File: src/rtl/cp0_pkg.sv
// Shared encodings for the next-PC sequencer: npc_sel codes, CP0 register
// numbers, Status register field positions and the sequencer state enum.
package cp0_pkg;

  localparam logic [2:0] NPC_SEQ  = 3'b000;
  localparam logic [2:0] NPC_J    = 3'b001;
  localparam logic [2:0] NPC_JR   = 3'b010;
  localparam logic [2:0] NPC_BEQ  = 3'b011;
  localparam logic [2:0] NPC_ERET = 3'b100;
  localparam logic [2:0] NPC_INT  = 3'b101;

  localparam logic [4:0] CP0_SR    = 5'd12;
  localparam logic [4:0] CP0_CAUSE = 5'd13;
  localparam logic [4:0] CP0_EPC   = 5'd14;
  localparam logic [4:0] CP0_PRID  = 5'd15;

  localparam int SR_IE_BIT  = 0;
  localparam int SR_EXL_BIT = 1;
  localparam int SR_IM_LSB  = 10;
  localparam int SR_IM_MSB  = 15;

  // Only IM, EXL and IE are implemented; every other SR bit reads as zero.
  localparam logic [31:0] SR_WMASK = 32'h0000_FC03;

  typedef enum logic {
    RUN = 1'b0,
    IRQ = 1'b1
  } state_e;

endpackage

File: src/rtl/pc_seq_if.sv
// Bus between the main control FSM / datapath and the next-PC sequencer.
// Handshake: none; instr_done is a single-cycle qualifier and all outputs are per-cycle levels.
interface pc_seq_if;
  import cp0_pkg::*;

  logic        instr_done;
  logic [2:0]  br_type;
  logic [31:0] pc;
  logic [5:0]  hw_int;
  logic        cp0_we;
  logic [4:0]  cp0_addr;
  logic [31:0] cp0_wdata;
  logic [31:0] cp0_rdata;
  logic [2:0]  npc_sel;
  logic        pc_wr;
  logic [31:0] epc;
  logic        busy;
  logic        int_taken;
  state_e      state_dbg;

  modport master (
    output instr_done, br_type, pc, hw_int, cp0_we, cp0_addr, cp0_wdata,
    input  cp0_rdata, npc_sel, pc_wr, epc, busy, int_taken, state_dbg
  );

  modport slave (
    input  instr_done, br_type, pc, hw_int, cp0_we, cp0_addr, cp0_wdata,
    output cp0_rdata, npc_sel, pc_wr, epc, busy, int_taken, state_dbg
  );

endinterface

File: src/rtl/cp0_regs.sv
// CP0 interrupt state: SR, Cause.IP, EPC and PRId storage, mtc0/mfc0 access
// and the pending-interrupt equation built from registered values only.
module cp0_regs
  import cp0_pkg::*;
#(
  parameter logic [31:0] PRID = 32'h0000_0001
) (
  input  logic        clk,
  input  logic        rst,
  input  logic        cp0_we,
  input  logic [4:0]  cp0_addr,
  input  logic [31:0] cp0_wdata,
  input  logic [5:0]  hw_int,
  input  logic [31:0] pc,
  input  logic        eret_clr,
  input  logic        hw_save,
  output logic [31:0] cp0_rdata,
  output logic [31:0] epc,
  output logic        irq
);

  logic [31:0] sr_q, sr_d;
  logic [5:0]  ip_q, ip_d;
  logic [31:0] epc_q, epc_d;

  // Later assignments override earlier ones: the hardware save beats both
  // the eret clear and any mtc0 landing in the same cycle.
  always_comb begin
    sr_d  = sr_q;
    epc_d = epc_q;
    ip_d  = hw_int;
    if (cp0_we && cp0_addr == CP0_SR)  sr_d  = cp0_wdata & SR_WMASK;
    if (cp0_we && cp0_addr == CP0_EPC) epc_d = cp0_wdata;
    if (eret_clr) sr_d[SR_EXL_BIT] = 1'b0;
    if (hw_save) begin
      sr_d[SR_EXL_BIT] = 1'b1;
      epc_d            = pc;
    end
  end

  always_ff @(posedge clk) begin
    if (rst) begin
      sr_q  <= '0;
      ip_q  <= '0;
      epc_q <= '0;
    end else begin
      sr_q  <= sr_d;
      ip_q  <= ip_d;
      epc_q <= epc_d;
    end
  end

  always_comb begin
    cp0_rdata = '0;
    case (cp0_addr)
      CP0_SR:    cp0_rdata = sr_q;
      CP0_CAUSE: cp0_rdata = {16'h0000, ip_q, 10'b00_0000_0000};
      CP0_EPC:   cp0_rdata = epc_q;
      CP0_PRID:  cp0_rdata = PRID;
      default:   cp0_rdata = '0;
    endcase
  end

  assign epc = epc_q;
  assign irq = (|(ip_q & sr_q[SR_IM_MSB:SR_IM_LSB])) & sr_q[SR_IE_BIT] & ~sr_q[SR_EXL_BIT];

endmodule

File: src/rtl/pc_seq.sv
// Next-PC sequencer: picks the PC source at each instruction boundary and
// inserts a one-cycle vector redirect when an enabled interrupt is pending.
module pc_seq
  import cp0_pkg::*;
#(
  parameter logic [31:0] PRID = 32'h0000_0001
) (
  input  logic     clk,
  input  logic     rst,
  pc_seq_if.slave  bus
);

  state_e      state_q, state_d;
  logic        irq;
  logic        eret_clr;
  logic        hw_save;
  logic [2:0]  npc_sel;
  logic        pc_wr;
  logic        busy;
  logic        int_taken;
  logic [31:0] cp0_rdata;
  logic [31:0] epc;

  cp0_regs #(.PRID(PRID)) u_cp0_regs (
    .clk       (clk),
    .rst       (rst),
    .cp0_we    (bus.cp0_we),
    .cp0_addr  (bus.cp0_addr),
    .cp0_wdata (bus.cp0_wdata),
    .hw_int    (bus.hw_int),
    .pc        (bus.pc),
    .eret_clr  (eret_clr),
    .hw_save   (hw_save),
    .cp0_rdata (cp0_rdata),
    .epc       (epc),
    .irq       (irq)
  );

  always_ff @(posedge clk) begin
    if (rst) state_q <= RUN;
    else     state_q <= state_d;
  end

  // The normal PC update at a boundary still happens when irq is seen;
  // the vector redirect follows in the IRQ cycle with pc already advanced.
  always_comb begin
    state_d   = state_q;
    npc_sel   = NPC_SEQ;
    pc_wr     = 1'b0;
    busy      = 1'b0;
    int_taken = 1'b0;
    eret_clr  = 1'b0;
    hw_save   = 1'b0;
    if (!rst) begin
      case (state_q)
        RUN: begin
          if (bus.instr_done) begin
            pc_wr    = 1'b1;
            npc_sel  = bus.br_type;
            eret_clr = (bus.br_type == NPC_ERET);
            if (irq) state_d = IRQ;
          end
        end
        IRQ: begin
          busy      = 1'b1;
          int_taken = 1'b1;
          pc_wr     = 1'b1;
          npc_sel   = NPC_INT;
          hw_save   = 1'b1;
          state_d   = RUN;
        end
        default: state_d = RUN;
      endcase
    end
  end

  assign bus.npc_sel   = npc_sel;
  assign bus.pc_wr     = pc_wr;
  assign bus.busy      = busy;
  assign bus.int_taken = int_taken;
  assign bus.cp0_rdata = cp0_rdata;
  assign bus.epc       = epc;
  assign bus.state_dbg = state_q;

endmodule

File: src/flat_wrapper.sv
// flat-port wrapper written by rule: the top's interface ports become plain ports
module pc_seq_flat import cp0_pkg::*;
#(
  parameter logic [31:0] PRID = 32'h0000_0001
)
  (clk, rst, bus_instr_done, bus_br_type, bus_pc, bus_hw_int, bus_cp0_we, bus_cp0_addr, bus_cp0_wdata, bus_cp0_rdata, bus_npc_sel, bus_pc_wr, bus_epc, bus_busy, bus_int_taken, bus_state_dbg);
  pc_seq_if bus_i ();
  input  logic clk;
  input  logic rst;
  input wire logic [$bits(bus_i.instr_done)-1:0] bus_instr_done;
  input wire logic [$bits(bus_i.br_type)-1:0] bus_br_type;
  input wire logic [$bits(bus_i.pc)-1:0] bus_pc;
  input wire logic [$bits(bus_i.hw_int)-1:0] bus_hw_int;
  input wire logic [$bits(bus_i.cp0_we)-1:0] bus_cp0_we;
  input wire logic [$bits(bus_i.cp0_addr)-1:0] bus_cp0_addr;
  input wire logic [$bits(bus_i.cp0_wdata)-1:0] bus_cp0_wdata;
  output wire logic [$bits(bus_i.cp0_rdata)-1:0] bus_cp0_rdata;
  output wire logic [$bits(bus_i.npc_sel)-1:0] bus_npc_sel;
  output wire logic [$bits(bus_i.pc_wr)-1:0] bus_pc_wr;
  output wire logic [$bits(bus_i.epc)-1:0] bus_epc;
  output wire logic [$bits(bus_i.busy)-1:0] bus_busy;
  output wire logic [$bits(bus_i.int_taken)-1:0] bus_int_taken;
  output wire logic [$bits(bus_i.state_dbg)-1:0] bus_state_dbg;
  assign bus_i.instr_done = bus_instr_done;
  assign bus_i.br_type = bus_br_type;
  assign bus_i.pc = bus_pc;
  assign bus_i.hw_int = bus_hw_int;
  assign bus_i.cp0_we = bus_cp0_we;
  assign bus_i.cp0_addr = bus_cp0_addr;
  assign bus_i.cp0_wdata = bus_cp0_wdata;
  assign bus_cp0_rdata = bus_i.cp0_rdata;
  assign bus_npc_sel = bus_i.npc_sel;
  assign bus_pc_wr = bus_i.pc_wr;
  assign bus_epc = bus_i.epc;
  assign bus_busy = bus_i.busy;
  assign bus_int_taken = bus_i.int_taken;
  assign bus_state_dbg = bus_i.state_dbg;
  pc_seq #(.PRID(PRID)) u_core (.clk(clk), .rst(rst), .bus(bus_i));
endmodule
File: config.mk
export PLATFORM = sky130hd
export DESIGN_NAME = pc_seq_flat
export DESIGN_NICKNAME = d
export VERILOG_FILES = /design/src/rtl/cp0_pkg.sv /design/src/rtl/pc_seq_if.sv /design/src/rtl/cp0_regs.sv /design/src/rtl/pc_seq.sv /design/src/flat_wrapper.sv
export SDC_FILE = /design/constraint.sdc
export NUM_CORES = 1
export LEC_CHECK = 0
export BUFFER_PORTS_ARGS = -buffer_cell sky130_fd_sc_hd__buf_2
export CORE_ASPECT_RATIO = 1.4
export CORE_MARGIN = 10
export CORE_UTILIZATION = 48
export DETAILED_ROUTE_END_ITERATION = 8
export PLACE_DENSITY_LB_ADDON = 0.1
export SYNTH_ARGS = -nofsm -noshare
export SYNTH_HDL_FRONTEND = slang
export SYNTH_SLANG_ARGS = --single-unit
File: constraint.sdc
create_clock -name clk -period 2.37 [get_ports clk]
set_input_delay 0.474 -clock clk [delete_from_list [all_inputs] [get_ports clk]]
set_output_delay 0.474 -clock clk [all_outputs]
set_load 0.05 [all_outputs]
=== Yosys cells after proc, flatten, opt, wreduce, memory -nomap -nowiden ===
Index checks and enable logic that the tools add are counted.

* Output and inout port bits: 71
* Logic and storage cells: 40
* Bits of input ports: 82
* Flip-flop bits (word level): 47

* Equal/unequal tests: 5
* Reduce and logical (&&, ||, !) cells: 5
* Multiplexer cells: 20
* Bitwise logic cells: 5

{| class="wikitable"
|+ Operators by type and width
! operator !! count
|-
| 32-bit case mux with 4 select lines || 1
|-
| 32-bit 2-to-1 mux || 2
|-
| 5-bit by 4-bit equality test with 1-bit output, second input constant || 4
|-
| 1-bit 2-to-1 mux || 11
|-
| 6-bit AND || 1
|-
| 3-bit 2-to-1 mux || 2
|-
| 3-bit case mux with 2 select lines || 1
|-
| 6-bit OR reduction || 1
|-
| 1-bit case mux with 2 select lines || 2
|-
| 3-bit equality test, second input constant || 1
|-
| 3-bit nonzero test || 1
|-
| 1-bit AND || 2
|-
| 1-bit logical AND || 2
|-
| 2-bit 2-to-1 mux || 1
|-
| 1-bit inverter || 2
|-
| 2-bit nonzero test || 1
|}

=== Longest topological paths before layout ===
* Depth in word-level cells: 7
* Gate-level depth with buffers: 5
* Depth with buffers taken out: 3

=== Hierarchy ===
Synthesis repeated with hierarchy kept, for this count alone.

* Cells, all modules: 319
* Area total of the unflattened synthesis: 2660.1 um2

{| class="wikitable"
|+ Modules (own cells, without submodules)
! module !! cells an instance !! area an instance (um2) !! instances
|-
| cp0_regs || 305 || 2562.5 || 1
|-
| pc_seq || 14 || 97.6 || 1
|}

=== Least setup slack after synthesis ===
No wires, ideal clock.

* Kind: reg2out
* From: register u_core.state_q, in the netlist u_core.bus.state_dbg
* To: output port bus_npc_sel[0]
* Data arrival time: 2344 ps
* Required time: 1896 ps
* Setup slack: -448 ps
* Stages on the path, launching flop included: 6
* Cell sequence: dfxtp_1 -> buf_2 -> buf_2 -> nor2_1 -> nor2_1 -> o21a_1

* Word-level cells in the longest chain between the ends: 3

{| class="wikitable"
|+ Ends and longest elaborated chain
! item !! RTL line !! RTL
|-
| from (decl) || pc_seq.sv:13 || <nowiki>state_e state_q, state_d;</nowiki>
|-
| from (signal assigned) || pc_seq.sv:41 || <nowiki>else state_q <= state_d;</nowiki>
|-
| 1-bit inverter || pc_seq.sv:55 || <nowiki>case (state_q)</nowiki>
|-
| 3-bit case mux with 2 select lines * || pc_seq.sv:55 ||
|-
| 3-bit 2-to-1 mux * || pc_seq.sv:54 || <nowiki>if (!rst) begin</nowiki>
|-
| to (decl) || flat_wrapper.sv:18 || <nowiki>output wire logic [$bits(bus_i.npc_sel)-1:0] bus_npc_sel;</nowiki>
|}

Mark *: on every way between the ends. The rest lies on a longest branch, timed or not.

=== Worst setup path in the final report ===
* From: input port bus_cp0_addr[1]
* To: output port bus_cp0_rdata[5]

* Word-level cells in the longest chain between the ends: 2
* Elaborated cells between the ends (all ways): 5

{| class="wikitable"
|+ Ends and longest elaborated chain
! item !! RTL line !! RTL
|-
| from (decl) || flat_wrapper.sv:15 || <nowiki>input wire logic [$bits(bus_i.cp0_addr)-1:0] bus_cp0_addr;</nowiki>
|-
| 5-bit by 4-bit equality test with 1-bit output || cp0_regs.sv:55 || <nowiki>case (cp0_addr)</nowiki>
|-
| 32-bit case mux with 4 select lines * || cp0_regs.sv:55 ||
|-
| to (decl) || flat_wrapper.sv:17 || <nowiki>output wire logic [$bits(bus_i.cp0_rdata)-1:0] bus_cp0_rdata;</nowiki>
|}

Marks and branches as above.

==> results.txt <==
Worst Clk Skew: 0.006486 ns
Starting DRC count in detailed routing: 160
EDFF count, synth: 0
Area grow syn2layout: 31.98%
Maximum VDD drop: 0.2884 mV
DR vias/cell: 5.576
Worst Path Max Fanout: 24
Register bit count reported by yosys: 47
Internal power: 1156 uW
Initial antenna violation count: 0
Post-synth net total: 396
Area of the core: 5485 um2
CTS tree: done
PD cells: 441.2 nW/um2
Total Routing Usage GR: 19.25%
Setup CP Type: in2out
Ant. Diodes: 0
Sequential share of power: 51.0%
Register area: 942.2 um2
Top routing layer used: met4
Commonest non-fill, non-tap cell in the layout: buf_2
First-pass DRT Iterations: 4
Synth cell types: 31
Final worst path period share: 86.98%
Largest family of logic cells by synthesized area: compound AO/OA/AOI/OAI gates
Comb pwr share: 14.8%
Top FF cell, synth: dfxtp_1
# nets final: 529
Footprint of the multi-input gates: 1500 um2
Num CTS Buffers: 5
Commonest cells after routing, fill and taps aside: 152 x buf_2, 46 x dfxtp_1, 33 x a31oi_1
Worst Path Arrival: 1.59 ns
Met3 Wirelength: 669 um
DRT met1 WL: 3548 um
Initial Utilization: 49.50%
Post-Synth Adder-Cell Area: 0%
RSZ-0062 raised after global routing: no
Synth Area in XOR/XNOR: 0%
CP endpoint kind: output port
Fin. max-slew vios: 0
Worst-margin pin slew: 0.7286 ns
Post-cts sizing count: 0
ANT nets after route: 0
First-pass GRT wire length: 14680 um
Post-DP HPWL: 7111 um
Lkg Pwr: 0.001648 uW
Startpoint types: input port
Async set or reset register ratio after synthesis: 0%
Tmin final: 2.061 ns
Post-CTS setup repair buffer count: 0
Net Sw Frac: 26.86%
Final TNS setup: 0 ns
Syn Inst Count: 314
Die area: 9108 um2
Synth warn: 0
Placer Congestion: 0.8366
Final wirelength: 9355 um
Max-Cap Viols: 0
Clock buffer depth: 2
DRC viols: 0
Area fraction of the dominant cell type after synthesis: 34.65%
Status: complete, no violations
Rows: 32
Area contributors post-synth: dfxtp_1 35%, a221oi_2 18%, a31oi_1 7.6%
Clk pwr share: 34.2%
WP data required: 1.90 ns
Worst skew pair latency: 0.30 ns
CP startpoint: bus_cp0_addr[1]
Clk slew on worst S/H paths: 0.08 ns
Hold Crit Class: in2reg
Syn_area_per_cell: 8.647 um2
Htree depth: 2
Area fraction in compound gates after synthesis: 37.97%
Post-synthesis mux area share: 2.581%
# hold bufs at CTS: 0
Largest net degree at the start of global routing: 60
Gr ovfl total: 0
Worst r2r src: u_core.bus.state_dbg
Max Fclk: 485.1 MHz
DIE WIDTH: 83.57 um
Vias in the first global route: 2937
Die height: 109.0 um
Final setup viols: 0
Relative slew slack: 51.43%
Final Power: 1581 uW
Register area share after synthesis: 34.65%
Sw power: 424.8 uW
Fillers: 511
Ratio of cells with drive above 1 in the final layout: 47.10%
Fin. Hold Viols: 0
Sink Count: 47
Routed length per instance: 18.13 um
WL met2: 4911 um
Mapped Area: 2715 um2
Hold path start: bus_hw_int[3]
Port bufs: 152
Post-synth top area cell: dfxtp_1
CTS Root Cell: clkbuf_8
DR vias: 2877
Num ports: 153
Simple-gate share of the synthesized area: 14.01%
## worst max-delay path, cell delays in order
cell	delay [ns]
buf_2	0.21
nand2b_1	0.12
nor3_2	0.11
buf_4	0.25
and2_1	0.16
buf_2	0.26
## cell type report
type / count / area share (%)
clock buffers: 8 / 2.793
inverters: 32 / 3.352
multi-input cells: 199 / 41.86
flip-flops and latches: 47 / 26.29
well taps: 68 / 2.374
repair buffers: 162 / 23.32
## through the flow
step	std cells	cell area (um2)	util, %	hold slack (ns)	setup slack, ns
floorplan	314	2731	-	0.4465	-0.09538
global placement	508	3483	63.50	0.4662	0.3468
detailed placement	508	3483	63.50	0.4630	0.2986
CTS	516	3583	65.33	0.3762	0.2992
global route	516	3583	65.33	0.3858	0.2061
finish	516	3583	65.33	0.3784	0.3085
## cell usage after synthesis (7+ instances only)
library cell  number
inv_1             32
a21oi_1            9
nor2b_1            9
o21ai_0           13
clkbuf_1          14
and2_1            25
buf_2             15
a221oi_2          32
mux2i_1            7
dfxtp_1           47
nand3_1            7
a31oi_1           33
nor2_1            11
o21ai_1           27
## cells by family after synthesis
family / count (synthesis)
buffers and inverters: 68
and+or+nand+nor: 66
AOI/OAI and AO/OA: 126
DFF: 47
muxes: 7
## routing by layer
layer / global-route usage, % / vias to the layer above
met4: 7.434 / 0
met3: 5.522 / 18
met2: 34.69 / 110
li1: - / 1412
met5: 0 / -
met1: 20.88 / 1337
## sequential cells by signal (all words and copies together), names as in the netlist
signal,cells
u_core.u_cp0_regs.ip_q,6
u_core.u_cp0_regs.sr_q,8
u_core.u_cp0_regs.epc,32
u_core.bus.state_dbg,1
## power by group through the flow
stage | logic, uW | clock network [uW] | registers, uW
final | 235 | 540 | 807
after global routing | 255 | 576 | 808
after detailed placement | 234 | 0 | 825
after CTS | 235 | 549 | 807
after floorplan | 121 | 0 | 837
after global placement | 232 | 0 | 825
## path summary, 6_finish.rpt
kind,cells past startpoint,to,slack [ns]
worst max-delay path,6,bus_cp0_rdata[5],0.31
worst min-delay path,2,u_core.u_cp0_regs.ip_q[3],0.38
worst max register to register,3,u_core.u_cp0_regs.epc[12],0.70
worst min register to register,2,u_core.bus.state_dbg,0.48
(Power assumes the default switching activity.)
